$ cat src/rtl/mem_arb_pkg.sv
// Shared IDs, tag format and default sizes for the block-RAM port A arbiter.
package mem_arb_pkg;

   localparam int NUM_REQ        = 3;
   localparam int STARVE_W       = 8;
   localparam int ADDR_W_DEF     = 16;
   localparam int DATA_W_DEF     = 16;
   localparam int RD_LAT_DEF     = 1;
   localparam int STARVE_MAX_DEF = 8;

   typedef enum logic [1:0] {
      ID_LS = 2'd0,
      ID_F  = 2'd1,
      ID_IO = 2'd2
   } req_id_e;

   typedef struct packed {
      logic    valid;
      req_id_e id;
   } tag_t;

endpackage

$ cat src/rtl/mem_arb_prio_sel.sv
// Combinational winner picker: ls > f > io, unless io_boost lifts a waiting io to the top.
module mem_arb_prio_sel
   import mem_arb_pkg::*;
(
   input  logic               ls_req,
   input  logic               f_req,
   input  logic               io_req,
   input  logic               io_boost,
   output logic [NUM_REQ-1:0] gnt_vec
);

   always_comb begin
      gnt_vec = '0;
      if (io_boost && io_req) gnt_vec[ID_IO] = 1'b1;
      else if (ls_req)        gnt_vec[ID_LS] = 1'b1;
      else if (f_req)         gnt_vec[ID_F]  = 1'b1;
      else if (io_req)        gnt_vec[ID_IO] = 1'b1;
   end

endmodule

$ cat src/rtl/mem_port_arbiter.sv
// Three-way arbiter for RAM port A with registered command and in-order read-return tags.
// Optional MEM_ARB_STATS_EN adds saturating grant/conflict counters with a synchronous clear.
module mem_port_arbiter
   import mem_arb_pkg::*;
#(
   parameter int ADDR_W     = ADDR_W_DEF,
   parameter int DATA_W     = DATA_W_DEF,
   parameter int RD_LAT     = RD_LAT_DEF,
   parameter int STARVE_MAX = STARVE_MAX_DEF
) (
   input  logic              clk,
   input  logic              reset,
   input  logic              f_req,
   input  logic [ADDR_W-1:0] f_addr,
   output logic              f_gnt,
   output logic              f_rvalid,
   input  logic              ls_req,
   input  logic              ls_we,
   input  logic [ADDR_W-1:0] ls_addr,
   input  logic [DATA_W-1:0] ls_wdata,
   output logic              ls_gnt,
   output logic              ls_rvalid,
   input  logic              io_req,
   input  logic              io_we,
   input  logic [ADDR_W-1:0] io_addr,
   input  logic [DATA_W-1:0] io_wdata,
   output logic              io_gnt,
   output logic              io_rvalid,
   output logic [DATA_W-1:0] rdata,
   output logic              ram_en,
   output logic              ram_we,
   output logic [ADDR_W-1:0] ram_addr,
   output logic [DATA_W-1:0] ram_wdata,
   input  logic [DATA_W-1:0] ram_rdata
`ifdef MEM_ARB_STATS_EN
   ,
   input  logic              stats_clr,
   output logic [15:0]       st_f_cnt,
   output logic [15:0]       st_ls_cnt,
   output logic [15:0]       st_io_cnt,
   output logic [15:0]       st_conf_cnt
`endif
);

   logic [NUM_REQ-1:0]  gnt_sel;
   logic [NUM_REQ-1:0]  gnt_vec;
   logic [STARVE_W-1:0] starve_cnt;
   logic                io_boost;

   logic                vld_p0;
   logic                cmd_we_p0;
   logic [ADDR_W-1:0]   cmd_addr_p0;
   logic [DATA_W-1:0]   cmd_wdata_p0;
   req_id_e             cmd_id_p0;

   tag_t                tag_p1 [0:RD_LAT];
   tag_t                tag_out;

   assign io_boost = (starve_cnt >= STARVE_W'(STARVE_MAX - 1));

   mem_arb_prio_sel u_prio_sel (
      .ls_req   (ls_req),
      .f_req    (f_req),
      .io_req   (io_req),
      .io_boost (io_boost),
      .gnt_vec  (gnt_sel)
   );

   // Grants are suppressed while reset is held so every output reads 0.
   assign gnt_vec = reset ? '0 : gnt_sel;
   assign ls_gnt  = gnt_vec[ID_LS];
   assign f_gnt   = gnt_vec[ID_F];
   assign io_gnt  = gnt_vec[ID_IO];
   assign vld_p0  = |gnt_vec;

   // Stage p0: winner's command selection
   always_comb begin
      cmd_we_p0    = 1'b0;
      cmd_addr_p0  = '0;
      cmd_wdata_p0 = '0;
      cmd_id_p0    = ID_LS;
      if (gnt_vec[ID_LS]) begin
         cmd_we_p0    = ls_we;
         cmd_addr_p0  = ls_addr;
         cmd_wdata_p0 = ls_we ? ls_wdata : '0;
         cmd_id_p0    = ID_LS;
      end else if (gnt_vec[ID_F]) begin
         cmd_addr_p0  = f_addr;
         cmd_id_p0    = ID_F;
      end else if (gnt_vec[ID_IO]) begin
         cmd_we_p0    = io_we;
         cmd_addr_p0  = io_addr;
         cmd_wdata_p0 = io_we ? io_wdata : '0;
         cmd_id_p0    = ID_IO;
      end
   end

   always_ff @(posedge clk or posedge reset) begin
      if (reset)                 starve_cnt <= '0;
      else if (!io_req || io_gnt) starve_cnt <= '0;
      else                       starve_cnt <= starve_cnt + STARVE_W'(1);
   end

   // Stage p1: RAM command register and read tag shift register
   always_ff @(posedge clk or posedge reset) begin
      if (reset) begin
         ram_en    <= 1'b0;
         ram_we    <= 1'b0;
         ram_addr  <= '0;
         ram_wdata <= '0;
         for (int i = 0; i <= RD_LAT; i++) tag_p1[i] <= '0;
      end else begin
         ram_en    <= vld_p0;
         ram_we    <= cmd_we_p0;
         ram_addr  <= cmd_addr_p0;
         ram_wdata <= cmd_wdata_p0;
         tag_p1[0] <= '{valid: vld_p0 && !cmd_we_p0, id: cmd_id_p0};
         for (int i = 1; i <= RD_LAT; i++) tag_p1[i] <= tag_p1[i-1];
      end
   end

   // Tag at depth RD_LAT lines up with the RAM's read data.
   assign tag_out   = tag_p1[RD_LAT];
   assign ls_rvalid = tag_out.valid && (tag_out.id == ID_LS);
   assign f_rvalid  = tag_out.valid && (tag_out.id == ID_F);
   assign io_rvalid = tag_out.valid && (tag_out.id == ID_IO);
   assign rdata     = tag_out.valid ? ram_rdata : '0;

`ifdef MEM_ARB_STATS_EN
   function automatic logic [15:0] sat_inc(input logic [15:0] v);
      return (v == 16'hFFFF) ? v : v + 16'd1;
   endfunction

   logic conflict;
   assign conflict = (ls_req & f_req) | (ls_req & io_req) | (f_req & io_req);

   always_ff @(posedge clk or posedge reset) begin
      if (reset || stats_clr) begin
         st_f_cnt    <= '0;
         st_ls_cnt   <= '0;
         st_io_cnt   <= '0;
         st_conf_cnt <= '0;
      end else begin
         if (f_gnt)    st_f_cnt    <= sat_inc(st_f_cnt);
         if (ls_gnt)   st_ls_cnt   <= sat_inc(st_ls_cnt);
         if (io_gnt)   st_io_cnt   <= sat_inc(st_io_cnt);
         if (conflict) st_conf_cnt <= sat_inc(st_conf_cnt);
      end
   end
`endif

endmodule

$ cat config.mk
export PLATFORM = sky130hd
export DESIGN_NAME = mem_port_arbiter
export DESIGN_NICKNAME = d
export VERILOG_FILES = /design/src/rtl/mem_arb_pkg.sv /design/src/rtl/mem_arb_prio_sel.sv /design/src/rtl/mem_port_arbiter.sv
export SDC_FILE = /design/constraint.sdc
export NUM_CORES = 1
export LEC_CHECK = 0
export ABC_AREA = 1
export CAP_MARGIN = 10
export CORE_MARGIN = 5
export CORE_UTILIZATION = 35
export CTS_BUF_LIST = sky130_fd_sc_hd__clkbuf_16
export DETAILED_ROUTE_END_ITERATION = 10
export PLACE_DENSITY = 0.81
export SYNTH_ARGS = -nofsm -noshare
export SYNTH_HDL_FRONTEND = slang
export SYNTH_SLANG_ARGS = --single-unit
$ cat constraint.sdc
create_clock -name clk -period 3.6 [get_ports clk]
set_clock_uncertainty 0.1 [all_clocks]
set_input_delay 0.36 -clock clk [delete_from_list [all_inputs] [get_ports clk]]
set_output_delay 0.36 -clock clk [all_outputs]
set_load 0.02 [all_outputs]
==> impl_summary.md, run 1 <==
Worst setup path
For the worst setup path, the data required time is 3.14 ns. The largest fanout on the critical path is 19. For the worst setup path, the data arrival time is 2.36 ns. STA classifies the critical path endpoint as an output port.

The critical setup path kind is flip-flop to output port. The sort of element at the start of the critical path is a flip-flop.

Run status
The run finished with clean final reports.

Finish
The commonest non-fill, non-tap cell in the layout is clkdlybuf4s50_1. The repair_antennas step left the layout with diodes totalling 0. The share of the core filled with cells in the final layout is 0.6447. Compared with the post-synthesis result, the final layout area differs by 80.08%. The library cells used most frequently in the layout, excluding fill and tap cells, are clkdlybuf4s50_1, nand2_1, dfrtp_1, nand3_1, inv_1. The net total in the final layout is 532. The post-route standard cell area excluding fillers is 4094 µm². Of the cells placed in the final design, the portion with a size suffix greater than 1 is 0.06993.

Timing
The tightest hold path in the finished design has a slack of 0.2480 ns. The number of setup violations in the final report is 0. Setup repair after global routing left no endpoint under its margin. The relative slew slack is 0.5094.

For the pin with the worst max-slew slack, the measured transition is 0.7359 ns. The final number of max-transition violations was 0. Of the available clock period, the critical path in the final layout requires 0.7825. The maximum clock frequency is 0.3550 GHz. The count of endpoints failing hold in the final timing report is 0.

After layout, the minimum clock period comes to 2.817 ns. The total negative setup slack is 0 ns.

Clocking
The clock sink total is 48. The number of setup buffers added after CTS is 0. Post-CTS repair changed the size of 0 cells. The number of buffers added to fix hold violations after cts is 0.

Clock-pin slew was measured on the worst setup and hold paths at 0.06 ns. The H-tree was split into 2 levels. At the later pin of the worst-skew pair, clock insertion delay measures 0.28 ns. The library cell used as clock root buffer is clkbuf_16.

The clock tree from TritonCTS is built. The number of buffers created by CTS is 5. No sink is reached through more buffers than the 2 on the longest clock path.

Yosys
The synthesized instance count is 273. The proportion of synthesized chip area in sequential cells is 0.5283. The register bit total from synthesis is 48. Among all flip-flop cells after synthesis, the most frequent one is dfrtp_1.

The synthesized netlist occupies a cell area of 2273 µm². The mean cell area of the mapped netlist is 8.328 µm². The number of enable-type register cells in the synthesized netlist is 0. After synthesis, the netlist uses 23 different library cells. The number of nets produced by synthesis is 377. The synthesis warning total is 0. The share of flip-flops with an asynchronous set or reset after synthesis is 1.000.

Power and ir drop
The total power density per cell area is 376.6 nW/µm². The leakage dissipation is 1.907 nW. The maximum VDD drop is 198.6 µV. The post-layout total power is 1.542 mW.

Drt
The initial DRC count is 93. Detailed routing placed a total of 3.721 mm of wire on met2. The mean number of vias per cell is 4.577.

The routed layout has 2316 vias. The highest routed metal layer is met4. Once detail routing completed, the nets flagged for antenna violations numbered 0. In the detailed route, the total length drawn on met3 is 726 µm.

The detailed router put a total of 2.609 mm of wire on met1. Before antenna repair, the detailed router went through 6 iterations. After detailed routing, the number of remaining DRC violations is 0.

The average routed wire per standard cell is 14.09 µm. The routed wire length is 7.130 mm.

Global route
The via count of the first global-routing pass came to 2337. The initial antenna violation count is 0. The pin count of the biggest net entering global routing is 66. The global-route total usage across every layer is 0.1731. The first global-routing pass estimated 11.47 mm of wire.

For this run the aggregate overflow at the end of global routing stands at 0.

Floorplanning
The width of the chip is 90.60 µm. Pin placement for this block handled 159 I/O pins. The region available for standard cell placement spans 6350 µm². The die covers 8207 µm².

The number of rows in the core area is 29. The die extent in y is 90.60 µm. The initial utilization of the core area, before any placement, comes to 0.3580.

Min path
The worst hold-check path type is flip-flop to flip-flop.

Placement
The placed wire-length estimate is 5.799 mm. The placer congestion estimate is 0.8153. The post-placement cell area is 3879 µm². The quantity of I/O buffers inserted on ports is 158.

Run
The max-cap check violation count is 0.
[logic make-up after synthesis]
| group | count (synthesis) | synth area share |
|---|---|---|
| DFF | 48 | 0.5283 |
| xor gates and xnor gates | 2 | 0.007706 |
| AOI/OAI and AO/OA | 21 | 0.06715 |
| and+or+nand+nor | 156 | 0.2999 |
| buffers and inverters | 45 | 0.09135 |
| adders and majority gates | 1 | 0.005503 |
[synth_stat cells, types with 2 or more instances]
library cell | number | area share
nor2_1 | 18 | 0.030
inv_1 | 30 | 0.050
o21ai_2 | 8 | 0.031
nand2_1 | 91 | 0.15
inv_2 | 4 | 0.0066
dfrtp_1 | 48 | 0.53
o21ai_0 | 10 | 0.022
clkbuf_1 | 4 | 0.0066
nor3_1 | 3 | 0.0066
nand3_2 | 2 | 0.0088
nand2_2 | 2 | 0.0055
buf_6 | 4 | 0.020
nand3_1 | 36 | 0.079
nand2_4 | 3 | 0.015
buf_4 | 2 | 0.0066
[path summary, 6_finish.rpt]
path / slack (ns) / end / startpoint / cells past startpoint
max: 0.78 / io_gnt / starve_cnt[0] / 8
min: 0.25 / tag_out[2] / tag_p1[5] / 0
max reg2reg: 1.71 / ram_wdata[2] / starve_cnt[0] / 7
min reg2reg: 0.25 / tag_out[2] / tag_p1[5] / 0
max in group asynchronous: 2.28 / ram_addr[14] / reset / 3
min in group asynchronous: 0.65 / ram_en / reset / 3
[per-layer routing]
| layer | vias up | GRT usage |
|---|---|---|
| met5 | - | 0 |
| met4 | 0 | 0.04218 |
| met3 | 6 | 0.05750 |
| met2 | 114 | 0.3136 |
| met1 | 1043 | 0.1938 |
| li1 | 1153 | - |
[sequential cells by signal, summed over array words and instances (netlist names)]
name,cells
tag_p1,3
starve_cnt,8
ram_we,1
tag_out,3
ram_en,1
ram_wdata,16
ram_addr,16
[worst max-delay path, cell delays in order, from the launching register on]
cell and delay (ns):
dfrtp_1 0.39, ha_1 0.22, nand2_1 0.12, nand2_2 0.08
o21bai_4 0.20, nand2_4 0.17, nand2_4 0.27, inv_1 0.07
clkdlybuf4s50_1 0.54
[cell type report]
type | count | area (µm²)
Tap cell | 77 | 96.34
Clock buffer | 5 | 125.1
Timing Repair Buffer | 159 | 1589
Inverter | 34 | 127.6
Clock inverter | 3 | 90.09
Multi-Input combinational cell | 180 | 864.6
Sequential cell | 48 | 1201
Fill cell | 526 | 2256
[metrics by stage]
stage,setup slack (ns),cells
final,0.7830,506
after global routing,0.6060,506
after CTS,0.7439,506
after detailed placement,0.8165,498
after global placement,0.8485,498
after floorplan,0.9388,273
[power by group]
group	total, mW	switching (mW)	internal, mW
Sequential	0.578	0.0122	0.566
Combinational	0.312	0.135	0.177
Clock	0.652	0.184	0.468
Total	1.54	0.331	1.21
Power figures use the tool's default switching activity.
==> run 2: changes to the inputs <==
==> constraint.sdc (replaced) <==
create_clock -name clk -period 2.9 [get_ports clk]
set_clock_uncertainty 0.1 [all_clocks]
set_input_delay 0.29 -clock clk [delete_from_list [all_inputs] [get_ports clk]]
set_output_delay 0.29 -clock clk [all_outputs]
set_load 0.02 [all_outputs]
==> run 2 against run 1 <==
Utilization shrank 0.22 points. Combinational power increased by 27%. Critical endpoint unchanged. Sequential power grew 24%. Highest routed layer unchanged. Sequential cell count unchanged.
==> impl_summary.md, run 2 (same netlist as run 1, synthesis figures left out) <==
Finish
Relative to the synthesized area, the layout overhead comes to 79.47%. The area of combinational cells with multiple inputs is 864.6 µm². The net total in the final layout is 539. In the final layout, the registers with the most flip-flops are ram_addr x16, ram_wdata x16, starve_cnt x8.

In the layout the commonest cells are clkdlybuf4s50_1, nand2_1, dfrtp_1, nand3_1, inv_1. The repair_antennas step left the layout with diodes totalling 0. The layout has 533 filler cells.

Leaving out fill and tap cells, the most frequent cell in the layout is clkdlybuf4s50_1. The sequential standard cell area is 1201 µm². The fraction of layout instances using a drive strength above 1 is 0.07798.

Power and ir drop
Of the total power, combinational logic draws 0.241. The maximum VDD drop is 210.3 µV. The part of the power in the clock network is 0.322. The total power density per cell area is 402.7 nW/µm². The post-layout total power is 1.643 mW. The net switching power figure is 0.4044 mW. In this run the static leakage power is 1.917 nW. The register share of total power is 0.437.

Of the total power, the share spent switching nets is 0.2462. The internal power consumption is 1.239 mW.

Placement
The placed wire-length estimate is 5.881 mm. The post-placement worst setup slack is 0.4421 ns. Routability-driven placement finished with a final weighted congestion of 0.7944. In this run the tool buffered the top-level ports with 158 buffer cells.

Clocking
In this run, post-CTS hold repair placed 0 buffers. After clock tree synthesis, the clock-pin slew on the worst setup and hold paths is 0.06 ns. TritonCTS built the clock tree. In this run the number of H-tree levels came out at 2. The clock sink total is 48. The post-cts gate resize count is 0. The number of setup buffers added after CTS is 0.

At the later pin of the worst-skew pair, clock insertion delay measures 0.28 ns. Clock tree synthesis inserted a total of 5 buffers. The library cell used as clock root buffer is clkbuf_16.

In this run the deepest clock path goes through 2 buffers.

Drt
Summing over every cut layer, the via total after detailed routing is 2335. After detailed routing, the number of vias per cell comes to 4.552. The first detailed-routing pass took 4 iterations. The average routed wire per standard cell is 14.35 µm. The detail route stage leaves a number of antenna-violating nets equal to 0. The first routing iteration left 101 violations.

Wires add up to 7.362 mm. The post-detailed-route DRC marker count is 0.

Worst setup path
For the worst setup path, the data required time is 2.51 ns. The setup path with the least slack is of type flip-flop to output port. The sort of element at the start of the critical path is a flip-flop. The worst endpoint data arrival time is 2.18 ns.

The largest fanout on the critical path is 18. The type of destination of the critical path is an output port.

Global route
The via count of the first global-routing pass is 2345. The initial antenna violation count was 0. Entering global routing, the biggest net connects 66 pins. Global routing finished with a remaining overflow of 0. The global-route total usage across every layer is 0.1787. The first global-routing pass estimated 11.81 mm of wire.

Timing
The minimum hold slack is 0.2462 ns. Setup repair after global routing left no endpoint under its margin. The total negative setup slack is 0 ns. The routed design could run at a clock period as short as 2.567 ns. The final number of max-transition violations is 0.

The relative slew slack is 0.5010. The least setup slack across all paths after layout is 0.3334 ns. The count of endpoints failing hold in the final timing report is 0. For this run, the top clock speed supported by timing is 0.3896 GHz. Setup violations remaining at the end of the flow were counted as 0. For the pin with the worst max-slew slack, the measured transition is 0.7485 ns.

Of the available clock period, the critical path in the final layout requires 0.8850.

Floorplanning
For this design the top-level I/O count stands at 159. The die covers 8207 µm². The width of the chip is 90.60 µm.

The starting utilization of the core area is 0.3580. The region available for standard cell placement spans 6350 µm². The die is 90.60 µm tall. The initialized floorplan defines 29 standard-cell rows.

Min path
The min-delay analysis places its worst path in the category flip-flop to flip-flop.

Run status
The run finished with clean final reports.

Run
The max-cap check violation count is 0.
-- run 2: cell count changes in the layout (fill, tap and decap cells not counted), sizes merged --
cell / before / now
bufinv: 3 / 0
buf: 1 / 8
inv: 34 / 36
clkinv: 0 / 1
-- run 2: area by class of cell --
cell class	instances	area share
clock buffers	5	0.03067
well taps	77	0.02361
repair buffers	166	0.4054
flip-flops and latches	48	0.2944
clock inverters	3	0.002760
multi-input cells	180	0.2119
inverters	34	0.03128
-- run 2: final timing paths --
check                      slack, ns          start       endpoint  depth (start not counted)
hold reg to reg                 0.25      tag_p1[4]     tag_out[1]                          0
min in group asynchronous       0.61          reset      tag_p1[3]                          3
setup / recovery                0.33  starve_cnt[0]         io_gnt                          8
setup reg to reg                0.88  starve_cnt[0]  starve_cnt[7]                          9
max in group asynchronous       1.59          reset    ram_addr[2]                          3
hold / removal                  0.25      tag_p1[4]     tag_out[1]                          0
-- run 2: power by group through the flow --
| stage | logic [mW] | clock network (mW) | registers, mW |
|---|---|---|---|
| floorplan | 0.118 | 0 | 0.760 |
| CTS | 0.395 | 0.547 | 0.718 |
| finish | 0.396 | 0.529 | 0.718 |
| detailed placement | 0.394 | 0 | 0.731 |
| global route | 0.424 | 0.582 | 0.722 |
| global placement | 0.389 | 0 | 0.730 |
-- run 2: stage by stage --
| stage | instance area (µm²) | cells | util |
|---|---|---|---|
| 3_5_place_dp | 3894 | 500 | 0.6132 |
| 2_1_floorplan | 2273 | 273 | - |
| 5_1_grt | 4080 | 513 | 0.6426 |
| 4_1_cts | 4030 | 508 | 0.6347 |
| 6_report | 4080 | 513 | 0.6426 |
| 3_3_place_gp | 3894 | 500 | 0.6132 |
-- run 2: worst max-delay path: stages (launching register included) --
cell and delay (ns):
dfrtp_1 0.39, ha_1 0.22, nand2_1 0.12, nand2_2 0.08, o21bai_4 0.20, nand2_4 0.19
nand2_4 0.12, inv_1 0.04, clkdlybuf4s50_1 0.53
-- run 2: layer usage --
metal  track usage  wire length [µm]  vias up
met5             0                 0        -
met4       0.04591               128        0
met3       0.06750               740       10
met2        0.3257              3801      114
met1        0.1921              2691     1044
li1              -                 -     1167
